===== src/rtl/ref_period_meter_pkg.sv =====
// Shared types and constants for the reference period meter.
// The fractional width is shared with the downstream divider.
package ref_period_meter_pkg;

  localparam int FSZE      = 3;
  localparam int SAT_GUARD = 2;

  typedef enum logic [1:0] {
    IDLE = 2'd0,
    MEAS = 2'd1,
    UPD  = 2'd2
  } state_t;

endpackage


===== src/rtl/ref_period_meter_if.sv =====
// Measurement bus between the reference pin logic and the divider.
// The meter is the slave; the stimulus/consumer side is the master.
interface ref_period_meter_if #(
  parameter int WIDTH = 17
);

  logic                    en;
  logic                    ref_in;
  logic [WIDTH-1:0]        n_nom;
  logic [WIDTH-1:0]        n_out;
  logic signed [WIDTH-1:0] mf_out;
  logic                    upd_stb;
  logic                    locked;
  logic                    tmo_stb;

  modport master (
    output en, ref_in, n_nom,
    input  n_out, mf_out, upd_stb, locked, tmo_stb
  );

  modport slave (
    input  en, ref_in, n_nom,
    output n_out, mf_out, upd_stb, locked, tmo_stb
  );

endinterface


===== src/rtl/ref_edge_sync.sv =====
// Two-flop synchronizer plus registered rising-edge detect.
// Runs on the falling edge, like the divider it feeds.
module ref_edge_sync (
  input  logic clk,
  input  logic rst,
  input  logic d,
  output logic edge_p
);

  logic [2:0] sh;

  always_ff @(negedge clk) begin
    if (rst) begin
      sh     <= '0;
      edge_p <= 1'b0;
    end else begin
      sh     <= {sh[1:0], d};
      edge_p <= sh[1] & ~sh[2];
    end
  end

endmodule


===== src/rtl/ref_period_meter.sv =====
// Averages 8 reference periods and emits n_out + mf_out/8 divide settings.
// Define FRAC_MEAS_GLITCH_REJECT_EN to drop edges closer than MIN_PERIOD.
module ref_period_meter
  import ref_period_meter_pkg::*;
#(
  parameter int WIDTH      = 17,
  parameter int LOCK_TOL   = 4,
  parameter int MIN_PERIOD = 16
) (
  input logic               sys_clk,
  input logic               rst,
  ref_period_meter_if.slave bus
);

  localparam int AW = WIDTH + FSZE;
  localparam int DW = AW + SAT_GUARD;
  localparam logic [WIDTH-1:0] PMAX = '1;
  localparam logic [WIDTH-1:0] MINP = WIDTH'(MIN_PERIOD);
  localparam logic [AW-1:0]    TOL  = AW'(LOCK_TOL);
  localparam logic signed [DW-1:0] HI =
    {{(DW-WIDTH+1){1'b0}}, {(WIDTH-1){1'b1}}};
  localparam logic signed [DW-1:0] LO =
    {{(DW-WIDTH+1){1'b1}}, {(WIDTH-1){1'b0}}};
`ifdef FRAC_MEAS_GLITCH_REJECT_EN
  localparam bit REJ = 1'b1;
`else
  localparam bit REJ = 1'b0;
`endif

  state_t                  state;
  logic [WIDTH-1:0]        pcnt;
  logic [AW-1:0]           acc;
  logic [AW-1:0]           total;
  logic [2:0]              wcnt;
  logic                    prev_ok;
  logic                    edge_p;
  logic                    glitch;
  logic                    acc_ok;
  logic                    tmo;
  logic [AW-1:0]           tot;
  logic [AW-1:0]           absd;
  logic signed [DW-1:0]    diff;
  logic signed [WIDTH-1:0] mf_nxt;

  ref_edge_sync u_sync (
    .clk    (sys_clk),
    .rst    (rst),
    .d      (bus.ref_in),
    .edge_p (edge_p)
  );

  // The IDLE start edge has no meaningful period, so it is never rejected.
  assign glitch = REJ & (state != IDLE) & (pcnt < MINP);
  assign acc_ok = edge_p & ~glitch;
  assign tmo    = (state != IDLE) & (pcnt == PMAX) & ~edge_p;

  assign tot  = acc + {{FSZE{1'b0}}, pcnt};
  assign absd = (tot >= total) ? tot - total : total - tot;
  assign diff = $signed({2'b00, tot})
              - $signed({2'b00, bus.n_nom, {FSZE{1'b0}}});

  always_comb begin
    mf_nxt = diff[WIDTH-1:0];
    if (diff > HI)      mf_nxt = HI[WIDTH-1:0];
    else if (diff < LO) mf_nxt = LO[WIDTH-1:0];
  end

  always_ff @(negedge sys_clk) begin
    if (rst) begin
      state       <= IDLE;
      pcnt        <= '0;
      acc         <= '0;
      total       <= '0;
      wcnt        <= '0;
      prev_ok     <= 1'b0;
      bus.n_out   <= '0;
      bus.mf_out  <= '0;
      bus.upd_stb <= 1'b0;
      bus.locked  <= 1'b0;
      bus.tmo_stb <= 1'b0;
    end else begin
      bus.upd_stb <= 1'b0;
      bus.tmo_stb <= 1'b0;
      if (acc_ok)
        pcnt <= WIDTH'(1);
      else if (pcnt != PMAX)
        pcnt <= pcnt + WIDTH'(1);

      if (!bus.en) begin
        state      <= IDLE;
        bus.locked <= 1'b0;
      end else if (tmo) begin
        state       <= IDLE;
        bus.locked  <= 1'b0;
        bus.tmo_stb <= 1'b1;
      end else begin
        unique case (state)
          IDLE: begin
            if (acc_ok) begin
              state   <= MEAS;
              acc     <= '0;
              wcnt    <= '0;
              prev_ok <= 1'b0;
            end
          end
          MEAS, UPD: begin
            if (state == UPD)
              state <= MEAS;
            if (acc_ok) begin
              wcnt <= wcnt + 3'd1;
              if (wcnt == 3'd7) begin
                state       <= UPD;
                total       <= tot;
                acc         <= '0;
                prev_ok     <= 1'b1;
                bus.n_out   <= bus.n_nom;
                bus.mf_out  <= mf_nxt;
                bus.upd_stb <= 1'b1;
                bus.locked  <= prev_ok & (absd <= TOL);
              end else begin
                acc <= tot;
              end
            end
          end
          default: state <= IDLE;
        endcase
      end
    end
  end

endmodule


===== src/flat_wrapper.sv =====
// flat-port wrapper written by rule: the top's interface ports become plain ports
module ref_period_meter_flat import ref_period_meter_pkg::*;
#(
  parameter int WIDTH      = 17,
  parameter int LOCK_TOL   = 4,
  parameter int MIN_PERIOD = 16
)
  (sys_clk, rst, bus_en, bus_ref_in, bus_n_nom, bus_n_out, bus_mf_out, bus_upd_stb, bus_locked, bus_tmo_stb);
  ref_period_meter_if #(.WIDTH(WIDTH)) bus_i ();
  input logic sys_clk;
  input logic rst;
  input wire logic [$bits(bus_i.en)-1:0] bus_en;
  input wire logic [$bits(bus_i.ref_in)-1:0] bus_ref_in;
  input wire logic [$bits(bus_i.n_nom)-1:0] bus_n_nom;
  output wire logic [$bits(bus_i.n_out)-1:0] bus_n_out;
  output wire logic [$bits(bus_i.mf_out)-1:0] bus_mf_out;
  output wire logic [$bits(bus_i.upd_stb)-1:0] bus_upd_stb;
  output wire logic [$bits(bus_i.locked)-1:0] bus_locked;
  output wire logic [$bits(bus_i.tmo_stb)-1:0] bus_tmo_stb;
  assign bus_i.en = bus_en;
  assign bus_i.ref_in = bus_ref_in;
  assign bus_i.n_nom = bus_n_nom;
  assign bus_n_out = bus_i.n_out;
  assign bus_mf_out = bus_i.mf_out;
  assign bus_upd_stb = bus_i.upd_stb;
  assign bus_locked = bus_i.locked;
  assign bus_tmo_stb = bus_i.tmo_stb;
  ref_period_meter #(.WIDTH(WIDTH), .LOCK_TOL(LOCK_TOL), .MIN_PERIOD(MIN_PERIOD)) u_core (.sys_clk(sys_clk), .rst(rst), .bus(bus_i));
endmodule

===== config.mk =====
export PLATFORM = sky130hd
export DESIGN_NAME = ref_period_meter_flat
export DESIGN_NICKNAME = d
export VERILOG_FILES = /design/src/rtl/ref_period_meter_pkg.sv /design/src/rtl/ref_period_meter_if.sv /design/src/rtl/ref_edge_sync.sv /design/src/rtl/ref_period_meter.sv /design/src/flat_wrapper.sv
export SDC_FILE = /design/constraint.sdc
export NUM_CORES = 1
export LEC_CHECK = 0
export ABC_CLOCK_PERIOD_IN_PS = 4840
export CORE_UTILIZATION = 40
export DETAILED_ROUTE_END_ITERATION = 12
export PLACE_DENSITY_LB_ADDON = 0.3
export SLEW_MARGIN = 20
export SYNTH_ARGS = -nofsm -noshare
export SYNTH_HDL_FRONTEND = slang
export SYNTH_SLANG_ARGS = --single-unit

===== constraint.sdc =====
create_clock -name sys_clk -period 4.84 [get_ports sys_clk]
set_input_delay 0.968 -clock sys_clk [delete_from_list [all_inputs] [get_ports sys_clk]]
set_output_delay 0.968 -clock sys_clk [all_outputs]
set_load 0.1 [all_outputs]

==> reports/metrics.yaml <==
status: "finished, violations left"
violations: "negative setup slack"
power_frac_clock_pct: 47.6
final_util_pct: 63.7
crit_fanout: 8
ys_seq_area_share_pct: 27.0
finalHoldViolCount: 0
die_area_mm2: 0.0198
worstHoldPathType: "reg -> reg"
clkTransAtPathRegs_ns: 0.04
antenna_found_initial: 0
num_vias: 8516
ys.flop_type: "dfxtp_1"
syn_inst: 1002
share_comb_of_total_power_pct: 14.4
synth_top_area_share_pct: 27.0
synth_cell_types: 77
synthesis.area_mm2: 0.00771
groute.usage.overall_pct: 24.9
crit_type: "in -> reg"
std_cell_rows: 50
synth_seq_cells: 104
htree_num_levels: 3
yosys-top-cells-area: "dfxtp_1 (27%), ha_1 (13%), nand2_1 (6.1%), a21oi_1 (5.8%), nor2_1 (4.8%)"
grt_pass1_vias: 8334
tightest_slew_ns: 1.02
cts_tree: "built"
overflow: 0
worst_slack_ns: -1.04
hpwl_um: 18000
cts_hold_buf: 0
p_sw_uw: 745
nets: 1455
clock_path_buffers: 2
initial_core_util_pct: 41.0
cts_sinks: 104
power_leakage_nw: 5.52
clkLatencyLatePin_ns: 0.43
pwr-share-seq_pct: 38.0
final_layout_size_suffix_gt1_share_pct: 31.5
yosysMostFrequentCell: "nand2_1"
io_buffer_count: 57
dieHeight_um: 141
async_flop_share_pct: 0
via_per_inst: 5.26
die_x_um: 141
wl_per_cell_um: 15.7
syn_avg_cell_area_um2: 7.70
switching_share_pct: 32.6
io_pins: 58
synth-edff-count: 0
area_delta_synth_final_pct: 55.6
internal-power_mw: 1.54
gp_congestion: 0.937
relSlewSlack_pct: 32.1
rsz0062_at_grt: "true"
irDropWorstVdd_uv: 177
ys_warn_count: 0
grt_max_degree: 88
grt_pass1_wl_um: 39400
dr.pass1.iters: 7
critPathLaunchType: "input port"
synth_nets: 1104
whs_ns: 0.365
critical_path_required_ns: 2.66
routed_wl_um: 25400
worstPathArrival_ns: 3.70
drc: 0
maxCapViolations: 0
core_mm2: 0.0188
skew_ns: 0.0260
ys_top_cells_by_count: "nand2_1 (125), dfxtp_1 (104), nor2_1 (98)"
diodes: 0
cts_root_buf: "clkbuf_16"
drtIter0Drc: 490
cts_buffers: 9
finalSetupViolations: 18
endpoint_kind: "flip-flop"
power.density_mw_per_mm2: 191
synth.largest_area_cell: "dfxtp_1"
slew_violations: 0
antenna_left: 0
logic make-up after synthesis:
| logic type | count (synthesis) | synth area share (%) |
|---|---|---|
| DFF | 104 | 27.0 |
| muxes | 9 | 1.18 |
| xor gates and xnor gates | 49 | 5.56 |
| AOI/OAI and AO/OA | 285 | 25.3 |
| and+or+nand+nor | 342 | 20.8 |
| buffers and inverters | 132 | 6.83 |
| adders and majority gates | 81 | 13.3 |
layout make-up:
cell class                      instances  area (µm²)
Clock buffer                            9         225
Clock inverter                        111         458
Fill cell                            1521        6830
Inverter                               89         344
Multi-Input combinational cell        766        5830
Sequential cell                       104        2090
Tap cell                              260         325
Timing Repair Buffer                  279        2730
what timing repair did:
action,CTS,global route
pin swaps,55,56
resized for setup,124,65
setup buffers,18,19
endpoints found under the setup margin,18,18
endpoints found under the hold margin,0,0
gates cloned,1,0
critical path, stage by stage:
cell	delay [ns]
buf_6	0.09
inv_2	0.07
ha_1	0.22
nor2b_1	0.14
o21a_1	0.21
o21ai_2	0.17
a21oi_2	0.10
o21ai_1	0.16
or3b_4	0.41
or3_4	0.40
a221o_1	0.35
nor2_4	0.16
clkbuf_16	0.19
a211oi_2	0.06
worst paths after layout:
check,slack (ns),end,cells after the start,startpoint
worst max-delay path,-1.04,u_core.bus.mf_out[2],14,bus_n_nom[1]
worst min-delay path,0.36,u_core.u_sync.edge_p,1,u_core.u_sync.sh[2]
worst max register to register,-0.12,u_core.bus.mf_out[2],24,u_core.pcnt[0]
worst min register to register,0.36,u_core.u_sync.edge_p,1,u_core.u_sync.sh[2]
placed cells by master (no fill, tap or decap), drive strengths merged, types with 13 or more instances in the layout:
cell type | netlist | layout
ha | 79 | 79
a21o | 14 | 14
a211oi | 30 | 30
nor2b | 15 | 15
nand2 | 125 | 125
dfxtp | 104 | 104
o21ai | 45 | 45
o21a | 13 | 13
inv | 90 | 197
xnor2 | 29 | 29
nor2 | 99 | 99
nand3 | 15 | 15
xor2 | 20 | 20
nand4 | 13 | 13
nor3 | 13 | 13
a22oi | 19 | 19
a21oi | 92 | 92
buf | 15 | 264
or3 | 14 | 14
through the flow:
step / cell area [µm²] / TNS (ns) / instances / power [mW] / setup slack [ns]
after CTS: 11500 / -16.86 / 1599 / 2.29 / -1.04
after detailed placement: 10300 / -34.20 / 1462 / 1.29 / -1.91
after global routing: 12000 / -18.15 / 1618 / 2.44 / -1.11
final: 12000 / -16.67 / 1618 / 2.29 / -1.04
after global placement: 10300 / -33.22 / 1462 / 1.29 / -1.88
after floorplan: 7780 / -18.61 / 1002 / 1.18 / -1.21
power groups by stage:
stage	clock network [mW]	logic, mW	registers, mW
after global placement	0.131	0.281	0.880
final	1.09	0.328	0.869
after CTS	1.12	0.302	0.869
after floorplan	0.131	0.171	0.881
after global routing	1.22	0.354	0.867
after detailed placement	0.131	0.283	0.881
registers in the layout (all words and copies together) (netlist names):
register / flops
u_core.acc: 20
u_core.bus.locked: 1
u_core.bus.mf_out: 17
u_core.bus.n_out: 17
u_core.bus.tmo_stb: 1
u_core.bus.upd_stb: 1
u_core.pcnt: 17
u_core.prev_ok: 1
u_core.state: 2
u_core.total: 20
u_core.u_sync.edge_p: 1
u_core.u_sync.sh: 3
u_core.wcnt: 3
metal layers:
metal | share of wire (%) | vias up | GRT usage [%]
met2 | 49 | 240 | 41.7
met3 | 4.7 | 70 | 5.37
li1 | - | 4227 | -
met1 | 42 | 3979 | 28.9
met5 | 0 | - | 0
met4 | 4.2 | 0 | 15.4
(Power assumes the default switching activity.)
